### src/rtl/sha256_block_sequencer_pkg.sv
// Shared SHA-256 types, round constants, initial hash value and round helper functions
// for the iterative block sequencer and its single-round compression stage.
package sha256_block_sequencer_pkg;

  typedef logic [31:0] uint32_t;

  // Element 0 sits in the most significant bits, so W0 lands at [511:480].
  typedef logic [0:15][31:0] block_words_t;

  typedef struct packed {
    uint32_t a;
    uint32_t b;
    uint32_t c;
    uint32_t d;
    uint32_t e;
    uint32_t f;
    uint32_t g;
    uint32_t h;
  } working_vars_t;

  typedef enum logic [1:0] {
    ST_IDLE,
    ST_RUN,
    ST_ADD,
    ST_HOLD
  } seq_state_t;

  localparam uint32_t K [0:63] = '{
    32'h428a2f98, 32'h71374491, 32'hb5c0fbcf, 32'he9b5dba5, 32'h3956c25b, 32'h59f111f1, 32'h923f82a4, 32'hab1c5ed5,
    32'hd807aa98, 32'h12835b01, 32'h243185be, 32'h550c7dc3, 32'h72be5d74, 32'h80deb1fe, 32'h9bdc06a7, 32'hc19bf174,
    32'he49b69c1, 32'hefbe4786, 32'h0fc19dc6, 32'h240ca1cc, 32'h2de92c6f, 32'h4a7484aa, 32'h5cb0a9dc, 32'h76f988da,
    32'h983e5152, 32'ha831c66d, 32'hb00327c8, 32'hbf597fc7, 32'hc6e00bf3, 32'hd5a79147, 32'h06ca6351, 32'h14292967,
    32'h27b70a85, 32'h2e1b2138, 32'h4d2c6dfc, 32'h53380d13, 32'h650a7354, 32'h766a0abb, 32'h81c2c92e, 32'h92722c85,
    32'ha2bfe8a1, 32'ha81a664b, 32'hc24b8b70, 32'hc76c51a3, 32'hd192e819, 32'hd6990624, 32'hf40e3585, 32'h106aa070,
    32'h19a4c116, 32'h1e376c08, 32'h2748774c, 32'h34b0bcb5, 32'h391c0cb3, 32'h4ed8aa4a, 32'h5b9cca4f, 32'h682e6ff3,
    32'h748f82ee, 32'h78a5636f, 32'h84c87814, 32'h8cc70208, 32'h90befffa, 32'ha4506ceb, 32'hbef9a3f7, 32'hc67178f2
  };

  localparam working_vars_t IV = '{
    32'h6a09e667, 32'hbb67ae85, 32'h3c6ef372, 32'ha54ff53a,
    32'h510e527f, 32'h9b05688c, 32'h1f83d9ab, 32'h5be0cd19
  };

  function automatic block_words_t to_words(input logic [511:0] v);
    return block_words_t'(v);
  endfunction

  function automatic uint32_t rotr(input uint32_t x, input int unsigned n);
    return (x >> n) | (x << (32 - n));
  endfunction

  function automatic uint32_t big_sigma0(input uint32_t x);
    return rotr(x, 2) ^ rotr(x, 13) ^ rotr(x, 22);
  endfunction

  function automatic uint32_t big_sigma1(input uint32_t x);
    return rotr(x, 6) ^ rotr(x, 11) ^ rotr(x, 25);
  endfunction

  function automatic uint32_t small_sigma0(input uint32_t x);
    return rotr(x, 7) ^ rotr(x, 18) ^ (x >> 3);
  endfunction

  function automatic uint32_t small_sigma1(input uint32_t x);
    return rotr(x, 17) ^ rotr(x, 19) ^ (x >> 10);
  endfunction

  function automatic working_vars_t add_vars(input working_vars_t x, input working_vars_t y);
    working_vars_t r;
    r.a = x.a + y.a;
    r.b = x.b + y.b;
    r.c = x.c + y.c;
    r.d = x.d + y.d;
    r.e = x.e + y.e;
    r.f = x.f + y.f;
    r.g = x.g + y.g;
    r.h = x.h + y.h;
    return r;
  endfunction

endpackage

### src/rtl/sha256_block_sequencer_if.sv
// Block-in / digest-out handshake bundle between the miner front end, the sequencer
// and the nonce/target compare stage.
interface sha256_block_sequencer_if;
  logic         blockValid;
  logic         blockReady;
  logic [511:0] blockData;
  logic         blockFirst;
  logic         digestValid;
  logic         digestReady;
  logic [255:0] digest;
  logic         busy;

  modport master (
    output blockValid, blockData, blockFirst, digestReady,
    input  blockReady, digestValid, digest, busy
  );

  modport slave (
    input  blockValid, blockData, blockFirst, digestReady,
    output blockReady, digestValid, digest, busy
  );
endinterface

### src/rtl/sha256_block_sequencer_round.sv
// Single SHA-256 round with a rolling 16-word message schedule; outputs are registered
// and have no reset, the sequencer ignores them until round 0 of a block is issued.
module sha256_block_sequencer_round
  import sha256_block_sequencer_pkg::*;
(
  input  logic          clk,
  input  logic          en,
  input  uint32_t       k,
  input  block_words_t  w_in,
  input  working_vars_t vars_in,
  output block_words_t  w_out,
  output working_vars_t vars_out
);

  block_words_t  w_d, w_q;
  working_vars_t vars_d, vars_q;
  uint32_t       t1, t2, ch, maj;

  always_comb begin
    ch  = (vars_in.e & vars_in.f) ^ (~vars_in.e & vars_in.g);
    maj = (vars_in.a & vars_in.b) ^ (vars_in.a & vars_in.c) ^ (vars_in.b & vars_in.c);
    t1  = vars_in.h + big_sigma1(vars_in.e) + ch + k + w_in[0];
    t2  = big_sigma0(vars_in.a) + maj;

    vars_d = '{a: t1 + t2, b: vars_in.a, c: vars_in.b, d: vars_in.c,
               e: vars_in.d + t1, f: vars_in.e, g: vars_in.f, h: vars_in.g};

    // Window slides by one word; the new tail is W[n+16] from W[n], W[n+1], W[n+9], W[n+14].
    w_d = {w_in[1:15],
           small_sigma1(w_in[14]) + w_in[9] + small_sigma0(w_in[1]) + w_in[0]};
  end

  always_ff @(posedge clk) begin
    if (en) begin
      w_q    <= w_d;
      vars_q <= vars_d;
    end
  end

  assign w_out    = w_q;
  assign vars_out = vars_q;

endmodule

### src/rtl/sha256_block_sequencer.sv
// Iterative SHA-256 block engine: accepts a padded 512-bit block, runs ROUNDS rounds through
// one round stage, folds the result into the chaining state and holds the digest until taken.
module sha256_block_sequencer
  import sha256_block_sequencer_pkg::*;
#(
  parameter int unsigned ROUNDS = 64,
  parameter bit          USE_IV = 1'b1
) (
  input logic                     clk,
  input logic                     rstN,
  sha256_block_sequencer_if.slave bus
);

  localparam logic [5:0] LAST_CNT = 6'(ROUNDS - 1);

  seq_state_t    state_d, state_q;
  logic [5:0]    cnt_d, cnt_q;
  working_vars_t h_d, h_q;
  block_words_t  blk_d, blk_q;

  uint32_t       round_k;
  block_words_t  round_w_in, round_w_out;
  working_vars_t round_vars_in, round_vars_out;
  logic          round_en;

  always_comb begin
    state_d = state_q;
    cnt_d   = cnt_q;
    h_d     = h_q;
    blk_d   = blk_q;

    unique case (state_q)
      ST_IDLE: begin
        if (bus.blockValid) begin
          blk_d = to_words(bus.blockData);
          if (bus.blockFirst && USE_IV) begin
            h_d = IV;
          end
          cnt_d   = '0;
          state_d = ST_RUN;
        end
      end
      ST_RUN: begin
        if (cnt_q == LAST_CNT) begin
          state_d = ST_ADD;
        end else begin
          cnt_d = cnt_q + 6'd1;
        end
      end
      ST_ADD: begin
        h_d     = add_vars(h_q, round_vars_out);
        state_d = ST_HOLD;
      end
      ST_HOLD: begin
        if (bus.digestReady) begin
          state_d = ST_IDLE;
        end
      end
      default: state_d = ST_IDLE;
    endcase
  end

  always_ff @(posedge clk or negedge rstN) begin
    if (!rstN) begin
      state_q <= ST_IDLE;
      cnt_q   <= '0;
      h_q     <= IV;
      blk_q   <= '0;
    end else begin
      state_q <= state_d;
      cnt_q   <= cnt_d;
      h_q     <= h_d;
      blk_q   <= blk_d;
    end
  end

  // Round 0 starts from the latched block and H; later rounds loop the stage back on itself.
  always_comb begin
    round_k       = K[cnt_q];
    round_en      = (state_q == ST_RUN);
    round_w_in    = (cnt_q == '0) ? blk_q : round_w_out;
    round_vars_in = (cnt_q == '0) ? h_q   : round_vars_out;
  end

  sha256_block_sequencer_round u_round (
    .clk      (clk),
    .en       (round_en),
    .k        (round_k),
    .w_in     (round_w_in),
    .vars_in  (round_vars_in),
    .w_out    (round_w_out),
    .vars_out (round_vars_out)
  );

  always_comb begin
    bus.blockReady  = rstN && (state_q == ST_IDLE);
    bus.digestValid = (state_q == ST_HOLD);
    bus.digest      = (state_q == ST_HOLD) ? h_q : '0;
    bus.busy        = (state_q != ST_IDLE);
  end

endmodule

### src/flat_wrapper.sv
// flat-port wrapper written by rule: the top's interface ports become plain ports
module sha256_block_sequencer_flat import sha256_block_sequencer_pkg::*;
#(
  parameter int unsigned ROUNDS = 64,
  parameter bit          USE_IV = 1'b1
)
  (clk, rstN, bus_blockValid, bus_blockData, bus_blockFirst, bus_digestReady, bus_blockReady, bus_digestValid, bus_digest, bus_busy);
  sha256_block_sequencer_if bus_i ();
  input logic clk;
  input logic rstN;
  input wire logic [$bits(bus_i.blockValid)-1:0] bus_blockValid;
  input wire logic [$bits(bus_i.blockData)-1:0] bus_blockData;
  input wire logic [$bits(bus_i.blockFirst)-1:0] bus_blockFirst;
  input wire logic [$bits(bus_i.digestReady)-1:0] bus_digestReady;
  output wire logic [$bits(bus_i.blockReady)-1:0] bus_blockReady;
  output wire logic [$bits(bus_i.digestValid)-1:0] bus_digestValid;
  output wire logic [$bits(bus_i.digest)-1:0] bus_digest;
  output wire logic [$bits(bus_i.busy)-1:0] bus_busy;
  assign bus_i.blockValid = bus_blockValid;
  assign bus_i.blockData = bus_blockData;
  assign bus_i.blockFirst = bus_blockFirst;
  assign bus_i.digestReady = bus_digestReady;
  assign bus_blockReady = bus_i.blockReady;
  assign bus_digestValid = bus_i.digestValid;
  assign bus_digest = bus_i.digest;
  assign bus_busy = bus_i.busy;
  sha256_block_sequencer #(.ROUNDS(ROUNDS), .USE_IV(USE_IV)) u_core (.clk(clk), .rstN(rstN), .bus(bus_i));
endmodule
### config.mk
export PLATFORM = sky130hd
export DESIGN_NAME = sha256_block_sequencer_flat
export DESIGN_NICKNAME = d
export VERILOG_FILES = /design/src/rtl/sha256_block_sequencer_pkg.sv /design/src/rtl/sha256_block_sequencer_if.sv /design/src/rtl/sha256_block_sequencer_round.sv /design/src/rtl/sha256_block_sequencer.sv /design/src/flat_wrapper.sv
export SDC_FILE = /design/constraint.sdc
export NUM_CORES = 2
export LEC_CHECK = 0
export ABC_AREA = 1
export BUFFER_PORTS_ARGS = -buffer_cell sky130_fd_sc_hd__buf_2
export CELL_PAD_IN_SITES_DETAIL_PLACEMENT = 1
export CELL_PAD_IN_SITES_GLOBAL_PLACEMENT = 2
export CORE_UTILIZATION = 25
export CTS_CLUSTER_SIZE = 24
export DETAILED_ROUTE_END_ITERATION = 10
export PLACE_DENSITY = 0.53
export SLEW_MARGIN = 20
export SYNTH_ARGS = -nofsm -noshare
export SYNTH_HDL_FRONTEND = slang
export SYNTH_SLANG_ARGS = --single-unit
### constraint.sdc
create_clock -name clk -period 46.9 [get_ports clk]
set_clock_uncertainty 0.15 [all_clocks]
set_input_delay 9.38 -clock clk [delete_from_list [all_inputs] [get_ports clk]]
set_output_delay 9.38 -clock clk [all_outputs]
set_load 0.01 [all_outputs]
* Word-level counts from Yosys, hierarchy flattened
Memory sizes are Yosys's and may differ from the RTL's.
Cells that the tools add are included.
** Operators by class
- Add/subtract/negate cells :: 19
- $lt $le $gt $ge :: 1
- Equal/unequal tests :: 9
- Mux-type cells :: 15
- Bitwise logic cells :: 28
- Reductions and logical operators :: 10
** Operators with widths (count)
- two-way mux 256 bit :: 4
- adder 32 bit :: 18
- two-way mux 512 bit :: 1
- one-hot mux 256 bit (2 select lines) :: 1
- XOR 32 bit :: 9
- AND 32 bit :: 5
- two-way mux 32 bit :: 2
- inverter 32 bit :: 1
- OR 10 x 32 -> 32 bit :: 1
- OR 13 x 32 -> 32 bit :: 1
- OR 14 x 32 -> 32 bit :: 1
- OR 15 x 32 -> 32 bit :: 1
- OR 19 x 32 -> 32 bit :: 1
- OR 21 x 32 -> 32 bit :: 1
- OR 25 x 32 -> 32 bit :: 1
- OR 26 x 32 -> 32 bit :: 1
- OR 30 x 32 -> 32 bit :: 1
- OR 7 x 32 -> 32 bit :: 1
- XOR 32 x 22 -> 32 bit :: 1
- XOR 32 x 29 -> 32 bit :: 1
- two-way mux 6 bit :: 2
- one-hot mux 6 bit (2 select lines) :: 1
- inequality test 2 bit, second input constant :: 5
- AND reduction 3 bit :: 3
- other kinds (13) :: 18
** Word-level totals
- Register bits after elaboration :: 1544
- ROM bits :: 2048
- Logic and storage cells :: 133
- Memories :: 1
** Memory list
- (no name shown) :: words 64, bits a word 32, read ports 1, clocked after Yosys merged registers in 0, wr ports 0, line sha256_block_sequencer.sv:79 : round_k = K[cnt_q];

* Depth between registers and ports, before layout
- Word-level depth :: 10
- Depth in mapped cells :: 45
- Gate-level depth less buffers :: 42

* Hierarchy
From an unflattened synthesis, not the netlist that was laid out.
** Unflattened totals
- Cells, all modules :: 12789
- Area, all modules :: 99962.1 um2
** Modules (own cells, without submodules)
- sha256_block_sequencer :: times used 1, cells an instance 9843, area an instance 61426.4 um2, sequential area each 19588.8 um2
- sha256_block_sequencer_round :: times used 1, cells an instance 2946, area an instance 38535.7 um2, sequential area each 23062.1 um2

* Worst setup path before layout
No wires, ideal clock.
- Kind :: register to register
- From :: register u_core.state_q[1]
- To :: register u_core.cnt_q[5]
- Library setup time :: 179 ps
- Arrival time :: 20515 ps
- Required time :: 46571 ps
- Slack :: 26057 ps
- Cell stages (with the launch flop) :: 11
- Clock period less this slack :: 20843 ps
- Cell sequence :: dfrtp_1 -> inv_1 -> ha_1 -> nand2_1 -> a21oi_1 -> inv_1 -> nor2_1 -> inv_1 -> nor2_1 -> nor2_1 -> a2111oi_0
** On the way
- Word-level cells in the longest chain between the ends :: 3
** RTL lines
- from (decl) :: line sha256_block_sequencer.sv:16 : seq_state_t state_d, state_q;
- from (signal assigned) :: line sha256_block_sequencer.sv:70 : state_q <= state_d;
- == test 2 x 1 -> 1 bit or zero test 2 bit (tied branches) :: line sha256_block_sequencer.sv:32 : unique case (state_q)
- inequality test 2 bit (no line) or nonzero test 2 bit (tied branches)
- AND reduction 3 bit (no line)
- to (signal assigned) :: line sha256_block_sequencer.sv:71 : cnt_q <= cnt_d;
- to (decl) :: line sha256_block_sequencer.sv:17 : logic [5:0] cnt_d, cnt_q;
Parallel ways exist; a longest one is shown, timed or not.
A chain may end at the register's enable or synchronous reset.

* Worst setup path in the final report
- From :: input rstN
- To :: output bus_blockReady
** On the way
- Word-level cells in the longest chain between the ends :: 1
** RTL lines
- from (decl) :: line flat_wrapper.sv:10 : input logic rstN;
- logical AND 1 bit :: line sha256_block_sequencer.sv:96 : bus.blockReady = rstN && (state_q == ST_IDLE);
- to (decl) :: line flat_wrapper.sv:15 : output wire logic [$bits(bus_i.blockReady)-1:0] bus_blockReady;
Every way passes these cells.

==> run metrics <==
Routed WL 427800 µm; # setup viols final 0; total track usage 0.2241; largest net degree at the start of global routing 190; Post-synth EDFFs 768; Post-Syn Nets 11670; vias in the first global route 81660; register bit total from synthesis 1544; setup TNS 0 ns; CTS tree built; fin crit period 19.56 ns; max-cap violations 0; FF-to-FF setup slack between 30 and 40 ns; CTS sink count 1544; die height 613.2 µm; slowest cell on the critical path buf_8; ys async rst share 0.5026; Hold Path Class reg -> reg; top-area cell type share of the netlist area 0.2470; crit-path leading delay family buffers and inverters; worst path required time 37.37 ns; initial core utilization 0.2511; synthesis-to-layout area growth 17.49%; status finished clean; final hold vios 0; Final period util 0.4171; first-pass GRT wire length 607300 µm; DR vias 76520; Mean Syn Cell Area 8.846 µm²; Worst-Margin Slew 1.351 ns; CP endpoint kind primary output; die area roughly 380000 µm²; GR Overflow Total 0; top cells by area, synth edfxtp_1 25%, dfrtp_1 17%, nand2_1 13%; DRT iter0 DRCs 4415; CTS Root Cell clkbuf_16; post-CTS sizing 0; Netlist cell types between 60 and 70; Max Slew Vio Count 0; postcts setup bufs 0; Synth Instances 10560; CTS hold repair buffers 0; Die W about 610 µm; port bufs 775; Slowest Stage Delay on Critical Path 0.29 ns; critical path fanouts, max 34; area of the mapped netlist approximately 93000 µm²; Most used DFF post-synth edfxtp_1; number of placed I/O pins roughly 780; CP Launch Type input port; initial antenna violation count 32; largest area contributor in the netlist edfxtp_1; clk_lat worst skew 0.92 ns; unrepaired setup endpoints after global routing false; Clk pin slew, worst setup/hold paths about 0.05 ns; Post-synth top cells 3264 x nand2_1, 1287 x inv_1, 768 x edfxtp_1, 640 x dfrtp_1, 638 x o21ai_0; count leader, synth nand2_1; Pre-Repair DR Iteration Count 5; core area ~370000 µm²; post-route ant nets 0; Max transition margin 0.08986; TritonCTS Buffers 201; GPL Wtd Cong ~0.87; HPWL Detailed about 340000 µm; crit-path cells buf_8, nand2_1, inv_1, buf_2; WP buf/inv 3; achievable frequency 51.11 MHz; register area share after synthesis 0.4567; drt via density 4.653; share of post-route cells with drive strength above 1 0.1734; Placement Rows about 220; level count of the clock H-tree 4; nets 12410; WS Path Type in -> out; CP Data Arrival Time 10.03 ns; yosys warns 0; CTS max path bufs 4; # DRC 0; wire per inst roughly 26 µm
-- per-layer routing --
layer	part of all wire	track usage
met2	0.48	0.3820
met1	0.46	0.3000
met4	0.030	0.06139
met5	0.00023	0
met3	0.033	0.02352
-- final cells by class --
class                   count  area (µm²)
diodes                      6       15.01
clock buffers             294        5672
clock inverters            81        1072
fillers                 43360      262200
inverters                1292        4860
multi-input cells        7380       44470
flip-flops and latches   1544       42650
well taps                4972        6221
repair buffers            877        4755
-- flip-flops by register name (all words and copies together) (netlist names) --
signal,count
u_core.u_round.w_out,512
u_core.cnt_q,6
u_core.blk_q,512
u_core.state_q,2
u_core.u_round.vars_out,256
u_core.h_q,256
-- placed cells by master (no fill, tap or decap), types with 28 or more instances in the layout --
cell	instances
buf_2	774
nand4_1	56
a21oi_1	575
fa_1	191
o22ai_1	70
mux2_2	524
clkbuf_1	66
a21o_1	41
o21ai_0	638
o21bai_1	44
a31oi_1	48
clkinv_2	28
dfrtp_1	637
buf_4	94
xor2_1	149
dfstp_2	136
edfxtp_1	768
nand3_1	255
xnor2_1	226
inv_1	1285
nor3_1	67
or2_2	87
o21ai_1	28
nor2_1	427
nand2_1	3262
clkbuf_16	203
ha_1	404
-- kinds of logic (layout without fill, tap and decap cells) --
kind of cell	Yosys count	in the layout	synth area share
muxes	532	532	0.06404
other	0	6	0
DFF	1544	1544	0.4567
and+or+nand+nor	4206	4206	0.1790
xor gates and xnor gates	375	375	0.03517
AOI/OAI and AO/OA	1653	1653	0.1002
buffers and inverters	1633	2544	0.06767
adders and majority gates	614	614	0.09718
-- through the flow --
step / worst slack [ns] / cells / hold slack, ns / utilization / cell area [µm²]
2_1_floorplan: 26.06 / 10560 / 0.3145 / - / 93390
3_3_place_gp: 27.28 / 16070 / 0.3375 / 0.2768 / 103000
3_5_place_dp: 27.31 / 16070 / 0.3437 / 0.2768 / 103000
4_1_cts: 27.31 / 16440 / 0.3566 / 0.2950 / 109700
5_1_grt: 27.28 / 16440 / 0.3597 / 0.2950 / 109700
6_report: 27.34 / 16450 / 0.3510 / 0.2950 / 109700
-- worst paths after layout --
| kind | from | endpoint | cells after the start |
|---|---|---|---|
| min in group asynchronous | rstN | u_core.h_q[53] | 1 |
| hold reg to reg | u_core.blk_q[253] | u_core.blk_q[253] | 1 |
| setup / recovery | rstN | bus_blockReady | 4 |
| hold / removal | u_core.blk_q[253] | u_core.blk_q[253] | 1 |
| setup reg to reg | u_core.cnt_q[0] | u_core.u_round.vars_out[251] | 35 |
| max in group asynchronous | rstN | u_core.blk_q[461] | 7 |
Power is left out: the tool's default activity adds up to more than one toggle a clock period on the data nets, which glitch-free logic cannot reach.
